**src/rtl/mips_ctrl_pkg.sv**
```systemverilog
// Shared definitions for the multicycle MIPS controller: state encoding, opcodes,
// datapath select encodings and the decoded control word.
package mips_ctrl_pkg;

  typedef enum logic [3:0] {
    StFetch    = 4'd0,
    StDecode   = 4'd1,
    StMemAddr  = 4'd2,
    StMemRead  = 4'd3,
    StMemWb    = 4'd4,
    StMemWrite = 4'd5,
    StExecR    = 4'd6,
    StRWb      = 4'd7,
    StExecI    = 4'd8,
    StIWb      = 4'd9,
    StBranch   = 4'd10,
    StJump     = 4'd11
  } state_e;

  localparam logic [5:0] OpRtype = 6'b000000;
  localparam logic [5:0] OpLw    = 6'b100011;
  localparam logic [5:0] OpSw    = 6'b101011;
  localparam logic [5:0] OpBeq   = 6'b000100;
  localparam logic [5:0] OpJ     = 6'b000010;
  localparam logic [5:0] OpAddi  = 6'b001000;

  localparam logic [1:0] AluAdd   = 2'b00;
  localparam logic [1:0] AluSub   = 2'b01;
  localparam logic [1:0] AluFunct = 2'b10;

  localparam logic [1:0] SrcBReg    = 2'b00;
  localparam logic [1:0] SrcBFour   = 2'b01;
  localparam logic [1:0] SrcBImm    = 2'b10;
  localparam logic [1:0] SrcBImmSh2 = 2'b11;

  localparam logic [1:0] PcAluResult = 2'b00;
  localparam logic [1:0] PcAluOut    = 2'b01;
  localparam logic [1:0] PcJump      = 2'b10;

  // Moore control word; the *_on_ready flags mark enables the top gates with mem_ready.
  typedef struct packed {
    logic       pc_write;
    logic       pc_write_cond;
    logic       i_or_d;
    logic       mem_read;
    logic       mem_write;
    logic       mem_to_reg;
    logic       reg_dst;
    logic       reg_write;
    logic       alu_src_a;
    logic [1:0] alu_src_b;
    logic [1:0] alu_op;
    logic [1:0] pc_source;
    logic       instr_done;
    logic       fetch_on_ready;
    logic       done_on_ready;
    logic       mem_wait;
  } ctrl_t;

  function automatic logic is_mem_op(input logic [5:0] op);
    return (op == OpLw) || (op == OpSw);
  endfunction

endpackage

```
**src/rtl/multicycle_ctrl_decode.sv**
```systemverilog
// Purely combinational state-to-control-word decoder for the multicycle controller.
module multicycle_ctrl_decode
  import mips_ctrl_pkg::*;
(
  input  state_e i_state,
  output ctrl_t  o_ctrl
);

  always_comb begin
    o_ctrl = '0;
    case (i_state)
      StFetch: begin
        o_ctrl.mem_read       = 1'b1;
        o_ctrl.alu_src_b      = SrcBFour;
        o_ctrl.alu_op         = AluAdd;
        o_ctrl.pc_source      = PcAluResult;
        o_ctrl.fetch_on_ready = 1'b1;
        o_ctrl.mem_wait       = 1'b1;
      end
      StDecode: begin
        // Branch target is computed speculatively into ALU out.
        o_ctrl.alu_src_b = SrcBImmSh2;
        o_ctrl.alu_op    = AluAdd;
      end
      StMemAddr: begin
        o_ctrl.alu_src_a = 1'b1;
        o_ctrl.alu_src_b = SrcBImm;
        o_ctrl.alu_op    = AluAdd;
      end
      StMemRead: begin
        o_ctrl.mem_read = 1'b1;
        o_ctrl.i_or_d   = 1'b1;
        o_ctrl.mem_wait = 1'b1;
      end
      StMemWrite: begin
        o_ctrl.mem_write     = 1'b1;
        o_ctrl.i_or_d        = 1'b1;
        o_ctrl.done_on_ready = 1'b1;
        o_ctrl.mem_wait      = 1'b1;
      end
      StMemWb: begin
        o_ctrl.reg_write  = 1'b1;
        o_ctrl.mem_to_reg = 1'b1;
        o_ctrl.instr_done = 1'b1;
      end
      StExecR: begin
        o_ctrl.alu_src_a = 1'b1;
        o_ctrl.alu_src_b = SrcBReg;
        o_ctrl.alu_op    = AluFunct;
      end
      StRWb: begin
        o_ctrl.reg_write  = 1'b1;
        o_ctrl.reg_dst    = 1'b1;
        o_ctrl.instr_done = 1'b1;
      end
      StExecI: begin
        o_ctrl.alu_src_a = 1'b1;
        o_ctrl.alu_src_b = SrcBImm;
        o_ctrl.alu_op    = AluAdd;
      end
      StIWb: begin
        o_ctrl.reg_write  = 1'b1;
        o_ctrl.instr_done = 1'b1;
      end
      StBranch: begin
        o_ctrl.alu_src_a     = 1'b1;
        o_ctrl.alu_src_b     = SrcBReg;
        o_ctrl.alu_op        = AluSub;
        o_ctrl.pc_write_cond = 1'b1;
        o_ctrl.pc_source     = PcAluOut;
        o_ctrl.instr_done    = 1'b1;
      end
      StJump: begin
        o_ctrl.pc_write   = 1'b1;
        o_ctrl.pc_source  = PcJump;
        o_ctrl.instr_done = 1'b1;
      end
      default: ;
    endcase
  end

endmodule

```
**src/rtl/multicycle_control.sv**
```systemverilog
// Multicycle MIPS controller: state register, memory wait counter with timeout,
// ready-gated enables and reset gating of every output.
module multicycle_control
  import mips_ctrl_pkg::*;
#(
  parameter int unsigned WAIT_LIMIT = 15
) (
  input  logic       clock,
  input  logic       reset,
  input  logic [5:0] opcode,
  input  logic       mem_ready,
  output logic       pc_write,
  output logic       pc_write_cond,
  output logic       i_or_d,
  output logic       mem_read,
  output logic       mem_write,
  output logic       ir_write,
  output logic       mem_to_reg,
  output logic       reg_dst,
  output logic       reg_write,
  output logic       alu_src_a,
  output logic [1:0] alu_src_b,
  output logic [1:0] alu_op,
  output logic [1:0] pc_source,
  output logic       instr_done,
  output logic       illegal_op,
  output logic       mem_fault,
  output logic [3:0] state
);

  localparam logic [3:0] WaitMax = 4'(WAIT_LIMIT);

  state_e     r_state_q, w_state_d;
  logic [3:0] r_wait_q, w_wait_d;
  ctrl_t      w_ctrl;
  logic       w_timeout;
  logic       w_illegal;

  multicycle_ctrl_decode u_decode (
    .i_state (r_state_q),
    .o_ctrl  (w_ctrl)
  );

  always_ff @(posedge clock or posedge reset) begin
    if (reset) begin
      r_state_q <= StFetch;
      r_wait_q  <= '0;
    end else begin
      r_state_q <= w_state_d;
      r_wait_q  <= w_wait_d;
    end
  end

  always_comb begin
    w_state_d = r_state_q;
    w_wait_d  = '0;
    w_illegal = 1'b0;
    // A ready arriving on the limit cycle wins over the timeout.
    w_timeout = w_ctrl.mem_wait && !mem_ready && (r_wait_q == WaitMax);

    case (r_state_q)
      StFetch:    if (mem_ready) w_state_d = StDecode;
      StDecode: begin
        if (is_mem_op(opcode)) begin
          w_state_d = StMemAddr;
        end else begin
          case (opcode)
            OpRtype: w_state_d = StExecR;
            OpAddi:  w_state_d = StExecI;
            OpBeq:   w_state_d = StBranch;
            OpJ:     w_state_d = StJump;
            default: begin
              w_state_d = StFetch;
              w_illegal = 1'b1;
            end
          endcase
        end
      end
      StMemAddr:  w_state_d = (opcode == OpLw) ? StMemRead : StMemWrite;
      StMemRead:  if (mem_ready) w_state_d = StMemWb;
      StMemWrite: if (mem_ready) w_state_d = StFetch;
      StExecR:    w_state_d = StRWb;
      StExecI:    w_state_d = StIWb;
      default:    w_state_d = StFetch;
    endcase

    if (w_timeout) w_state_d = StFetch;

    // Counter only survives while stalling in the same wait state; any exit clears it.
    if (w_ctrl.mem_wait && !mem_ready && !w_timeout) w_wait_d = r_wait_q + 4'd1;
  end

  always_comb begin
    pc_write      = 1'b0;
    pc_write_cond = 1'b0;
    i_or_d        = 1'b0;
    mem_read      = 1'b0;
    mem_write     = 1'b0;
    ir_write      = 1'b0;
    mem_to_reg    = 1'b0;
    reg_dst       = 1'b0;
    reg_write     = 1'b0;
    alu_src_a     = 1'b0;
    alu_src_b     = 2'b00;
    alu_op        = 2'b00;
    pc_source     = 2'b00;
    instr_done    = 1'b0;
    illegal_op    = 1'b0;
    mem_fault     = 1'b0;
    state         = 4'd0;
    if (!reset) begin
      pc_write      = w_ctrl.pc_write | (w_ctrl.fetch_on_ready & mem_ready);
      pc_write_cond = w_ctrl.pc_write_cond;
      i_or_d        = w_ctrl.i_or_d;
      mem_read      = w_ctrl.mem_read;
      mem_write     = w_ctrl.mem_write;
      ir_write      = w_ctrl.fetch_on_ready & mem_ready;
      mem_to_reg    = w_ctrl.mem_to_reg;
      reg_dst       = w_ctrl.reg_dst;
      reg_write     = w_ctrl.reg_write;
      alu_src_a     = w_ctrl.alu_src_a;
      alu_src_b     = w_ctrl.alu_src_b;
      alu_op        = w_ctrl.alu_op;
      pc_source     = w_ctrl.pc_source;
      instr_done    = w_ctrl.instr_done | (w_ctrl.done_on_ready & mem_ready);
      illegal_op    = w_illegal;
      mem_fault     = w_timeout;
      state         = r_state_q;
    end
  end

endmodule

```
**config.mk**
```make
export PLATFORM = sky130hd
export DESIGN_NAME = multicycle_control
export DESIGN_NICKNAME = d
export VERILOG_FILES = /design/src/rtl/mips_ctrl_pkg.sv /design/src/rtl/multicycle_ctrl_decode.sv /design/src/rtl/multicycle_control.sv
export SDC_FILE = /design/constraint.sdc
export NUM_CORES = 1
export LEC_CHECK = 0
export CELL_PAD_IN_SITES_DETAIL_PLACEMENT = 1
export CELL_PAD_IN_SITES_GLOBAL_PLACEMENT = 1
export CORE_MARGIN = 2
export CORE_UTILIZATION = 36
export CTS_BUF_LIST = sky130_fd_sc_hd__clkbuf_2
export CTS_CLUSTER_DIAMETER = 50
export CTS_CLUSTER_SIZE = 25
export DETAILED_ROUTE_END_ITERATION = 8
export PLACE_DENSITY = 0.95
export SYNTH_ARGS = -nofsm -noshare
export SYNTH_HDL_FRONTEND = slang
export SYNTH_HIERARCHICAL = 1
export SYNTH_SLANG_ARGS = --single-unit
```
**constraint.sdc**
```tcl
create_clock -name clock -period 4.4 [get_ports clock]
set_input_delay 0.66 -clock clock [delete_from_list [all_inputs] [get_ports clock]]
set_output_delay 0.66 -clock clock [all_outputs]
set_load 0.02 [all_outputs]
```
# Word-level counts from Yosys, hierarchy flattened
# Cells that the tools add are included.
dict set report word_totals {
  wordCells 87
  ff_bits 8
}
dict set report classes {
  n_mux 43
  reduce_logical 17
  bitwise 4
  addsub 1
  n_eq_ne 20
}
# op count
set op_table {}
lappend op_table {{1-bit two-way mux} 28}
lappend op_table {{4-bit two-way mux} 7}
lappend op_table {{4-bit case mux with 7 select lines} 1}
lappend op_table {{4-bit equality test (second input constant)} 5}
lappend op_table {{4-bit case mux with 5 select lines} 1}
lappend op_table {{4-bit by 3-bit equality test with 1-bit output (second input constant)} 4}
lappend op_table {{4-bit case mux with 4 select lines} 1}
lappend op_table {{6-bit equality test (second input constant)} 2}
lappend op_table {{3-bit inequality test (second input constant)} 3}
lappend op_table {{4-bit by 2-bit equality test with 1-bit output (second input constant)} 2}
lappend op_table {{4-bit OR reduction} 2}
lappend op_table {{6-bit by 2-bit equality test with 1-bit output (second input constant)} 1}
lappend op_table {{6-bit by 3-bit equality test with 1-bit output (second input constant)} 1}
lappend op_table {{6-bit by 4-bit equality test with 1-bit output (second input constant)} 1}
lappend op_table {{6-bit zero test} 1}
lappend op_table {{2-bit two-way mux} 3}
lappend op_table {{2-bit OR reduction} 3}
lappend op_table {{3-bit OR reduction} 2}
lappend op_table {{5-bit OR reduction} 1}
lappend op_table {{4-bit by 1-bit adder with 4-bit output (second input constant)} 1}
lappend op_table {{4-bit by 1-bit equality test with 1-bit output (second input constant)} 1}
lappend op_table {{4-bit zero test} 1}
lappend op_table {{2-bit case mux with 2 select lines} 1}
lappend op_table {{1-bit logical AND} 3}
lappend op_table {{6 further kinds} 9}

# Longest topological paths before layout
dict set report logic_depth {
  ltp_word 8
  ltp_mapped 7
  depth_no_buf 6
}

# Modules after synthesis
# The synthesis kept the hierarchy.
# mod area_per_inst_um2 cells_each n_inst
set modules_own_cells {}
lappend modules_own_cells {multicycle_control 743.2 94 1}
lappend modules_own_cells {multicycle_ctrl_decode 216.5 34 1}

# Worst setup path before layout
# No wires, ideal clock.
dict set report synth_path {
  path_kind {register to output}
  startpoint {reg r_state_q[3]}
  endpoint {out mem_fault}
  stages_incl_launch_ff 5
  t_required_ns 3.740
  t_arrival_ns 1.532
  slack_ns 2.208
  path_cell_list {dfrtp_1 > nand2b_2 > o22ai_1 > nand2b_1 > nor3_1}
}
# element line
set synth_lines {}
lappend synth_lines {{from (decl)} multicycle_control.sv:33} ;# state_e r_state_q, w_state_d;
lappend synth_lines {{from (signal assigned)} multicycle_control.sv:46} ;# r_state_q <= StFetch;
lappend synth_lines {{from (signal assigned)} multicycle_control.sv:49} ;# r_state_q <= w_state_d;
lappend synth_lines {{to (decl)} multicycle_control.sv:27} ;# output logic mem_fault,

# Worst setup path after layout
dict set report layout_path {
  startpoint {in opcode[0]}
  endpoint {out illegal_op}
}
dict set report layout_between {
  elab_chain_len 6
  elab_cells_between_ends 12
  cone_classes {5 x eq/ne; 4 x mux; 3 x reduce/logical}
}
# element line
set layout_rtl {}
lappend layout_rtl {{from (decl)} multicycle_control.sv:10} ;# input logic [5:0] opcode,
lappend layout_rtl {{6-bit by 2-bit equality test with 1-bit output (tied with other cells)} multicycle_control.sv:67} ;# case (opcode)
lappend layout_rtl {{4-bit OR reduction (no line)} --}
lappend layout_rtl {{1-bit two-way mux} multicycle_control.sv:67}
lappend layout_rtl {{1-bit two-way mux (*)} multicycle_control.sv:64} ;# if (is_mem_op(opcode)) begin
lappend layout_rtl {{1-bit two-way mux (*)} multicycle_control.sv:61} ;# case (r_state_q)
lappend layout_rtl {{1-bit two-way mux (*)} multicycle_control.sv:111} ;# if (!reset) begin
lappend layout_rtl {{to (decl)} multicycle_control.sv:26} ;# output logic illegal_op,
# Every way passes the cells marked *; elsewhere a longest branch is shown, timed or not.

==> impl_results.md <==
- Status: complete, no violations
- Overall Global Routing Usage: 18.3%
- Max-Cap Viols: 0
- Crit Path Max Fanout: 3
- CTS HTree Levels: 1
- Hold Path Class: register to register
- IO Port Bufs: 31
- Placed cell area: 1250 µm²
- Sequential fraction of the synthesis area: 20.9%
- First-pass GRT wire length: 4660 µm
- Tcrit/Tclk final: 72.2%
- Crit path DAT: 2.52 ns
- P_leak: 0.476 nW
- Req. time, crit path: 3.74 ns
- Post-synthesis compound-gate area fraction: 18.1%
- R2r worst-path depth: 6
- Clk slew on worst S/H paths: 0.06 ns
- Starting density of the core: 38.4%
- CP peak stage delay: 0.53 ns
- Die Span Y: 55.6 µm
- NumNets Final: 166
- Tmin final: 3.18 ns
- Fin Clk Skew: 0.00989 ns
- Syn avg cell area: 7.50 µm²
- Post-Synth Adder-Cell Area: 1.30%
- GR Overflow Total: 0
- Largest family of logic cells by synthesized area: simple AND/OR/NAND/NOR gates
- Worst path depth: 6
- Fin Setup TNS: 0 ns
- Netlist Area Pre-Place: 960 µm²
- Syn nets: 138
- Max Clk Rate: 315 MHz
- CTS tree: done
- Vias in the first global route: 1029
- Via/cell ratio: 5.60
- Final WL: 2670 µm
- Drt initial violations: 11
- Number of enable flip-flop cells after synthesis: 0
- Root Buffer: clkbuf_2
- Max-slew violations: 0
- Mux contribution to synthesized area: 1.17%
- CP delay by family, top: buffers and inverters
- Synthesis-to-finish area growth: 31.4%
- Crit end category: primary output
- Drt first pass iters: 4
- Slew at the pin closest to its max-slew limit: 0.739 ns
- Reg2reg start: r_state_q[1]$_DFFE_PP0P_
- Reg2reg setup slack: 2.36 ns
- Routability cong.: 0.832
- Critical path type: input pin to primary output
- Crit start category: input pin
- DRC: 0
- Setup bufs post-CTS: 0
- Worst-Skew Late Latency: 0.24 ns
- Slew headroom: 50.8%
- Crit-path most repeated cell: clkdlybuf4s50_1
- Synth Area in Simple Gates: 41.5%
- Cts repair resizes: 0
- Pin count of the biggest net entering global routing: 23
- Post-CTS Hold Fix Bufs: 0
- Netlist cell types: 40
- I/O Pins: 32
- Longest Clk Path Bufs: 2
- Post-Synth XOR/XNOR Area: 7.17%
- RSZ-0062 raised after global routing: false
- Ys async rst share: 100%
- Via count: 1030
- Hold Fails Final Rpt: 0
- Design area: 1260 µm²
- TritonCTS buffer count: 3
- ANT nets after route: 0
- Share of layout cells above drive strength 1: 7.79%
- Worst Path Buf+Inv: 2
- #FFs+latches synth: 8
- Min-delay src: r_wait_q[0]$_DFF_PP0_
- Predominant post-synthesis flop cell: dfrtp_1
- Antenna violations before repair: 0
- Worst setup path startpoint: opcode[0]
- Core box area: 2500 µm²
- CP Cell Sequence: clkdlybuf4s50_1 -> nor3_1 -> nor3b_1 -> nand2_1 -> and3_1 -> clkdlybuf4s50_1
- Peak supply drop: 0.000291 V
- Die area: 3090 µm²
- Final setup viols: 0
- Post-Synthesis Cells: 128
- Crit-path slowest cell: clkdlybuf4s50_1
- Hold depth: 1
- Yosys warning count: 6
- Antenna Cells: 0
- Site row count: 18
- DP HPWL: 2110 µm
- Sinks on Clock Net: 8
- Pwr dens: 324 nW/µm²
- Wirelength per Cell: 14.5 µm
- Die Wd: 55.6 µm
## kinds of logic after synthesis
logic type	Yosys count
and+or+nand+nor	70
AOI/OAI and AO/OA	25
buffers and inverters	16
DFF	8
xor gates and xnor gates	7
muxes	1
adders and majority gates	1
## sequential cells by signal, summed over array words and instances, names as in the netlist
signal	cells
r_state_q	4
r_wait_q	4
## cell usage in the layout (no fill, tap or decap), types with 2 or more instances in the layout
| cell type | instances |
|---|---|
| nor4_1 | 2 |
| o21ai_0 | 4 |
| nand2b_1 | 5 |
| o22ai_1 | 5 |
| o32ai_1 | 2 |
| dfrtp_1 | 8 |
| nand2_1 | 3 |
| and3_1 | 3 |
| nand2b_2 | 2 |
| nor2_1 | 23 |
| inv_1 | 7 |
| clkbuf_2 | 3 |
| o211a_1 | 3 |
| nand3_1 | 3 |
| nor3_1 | 4 |
| clkdlybuf4s50_1 | 31 |
| xor2_1 | 3 |
| nor2b_1 | 16 |
| xnor2_1 | 3 |
| a21oi_1 | 5 |
## synth_stat cells, drive strengths merged (2+ instances only)
cell	number	share of area, %
nor2	24	9.6
nor2b	16	10
dfrtp	8	21
buf	7	6.4
inv	7	2.7
nand2b	7	5.1
a21oi	5	2.6
o22ai	5	3.3
nor3	4	2.1
o21ai	4	2.1
xor2	4	4.4
and3	3	2.0
nand2	3	1.2
nand3	3	1.6
nor4	3	2.6
o211a	3	3.1
xnor2	3	2.7
clkbuf	2	0.78
nor3b	2	2.1
o32ai	2	1.8
or4b	2	2.5
## worst reg2reg max path: stages, from the launching register on
cell and delay [ns]:
dfrtp_1 0.82, xor2_2 0.20, o22ai_1 0.26, nand4_1 0.12, nand3_1 0.17, o32ai_1 0.10, o211a_1 0.26
## final timing paths
| check | endpoint |
|---|---|
| worst max-delay path | illegal_op |
| worst min-delay path | r_wait_q[0]$_DFF_PP0_ |
| worst max register to register | r_state_q[1]$_DFFE_PP0P_ |
| worst min register to register | r_wait_q[0]$_DFF_PP0_ |
| max in group asynchronous | r_state_q[0]$_DFFE_PP0P_ |
| min in group asynchronous | r_wait_q[2]$_DFF_PP0_ |
## routing by layer
layer | wire length (µm) | track usage, % | vias up
met4 | 42 | 5.57 | 0
met5 | 0 | 0 | -
met3 | 78 | 2.33 | 5
met2 | 1360 | 31.3 | 25
li1 | - | - | 498
met1 | 1180 | 23.8 | 502
## where the power goes
group          internal (mW)  total, mW  switching (mW)
Combinational          0.117      0.236           0.119
Clock                 0.0185     0.0419          0.0234
Sequential            0.0859      0.130          0.0442
Total                  0.222      0.408           0.187
## through the flow
step | hold slack (ns) | std cells | setup WS [ns] | util [%] | total power, mW
5_1_grt | 0.504 | 184 | 1.01 | 50.5 | 0.442
3_5_place_dp | 0.461 | 181 | 1.22 | 49.8 | 0.368
4_1_cts | 0.478 | 184 | 1.22 | 50.5 | 0.412
3_3_place_gp | 0.446 | 181 | 1.30 | 49.8 | 0.356
2_1_floorplan | 0.430 | 128 | 2.21 | - | 0.295
6_report | 0.474 | 184 | 1.22 | 50.5 | 0.408
## layout make-up
class                   count  area [µm²]
well taps                  30        37.5
flip-flops and latches      8         200
repair buffers             32         318
multi-input cells         104         664
inverters                   7        26.3
fillers                   325        1240
clock buffers               3        15.0
Note: power is estimated with default switching activity, not from simulation.
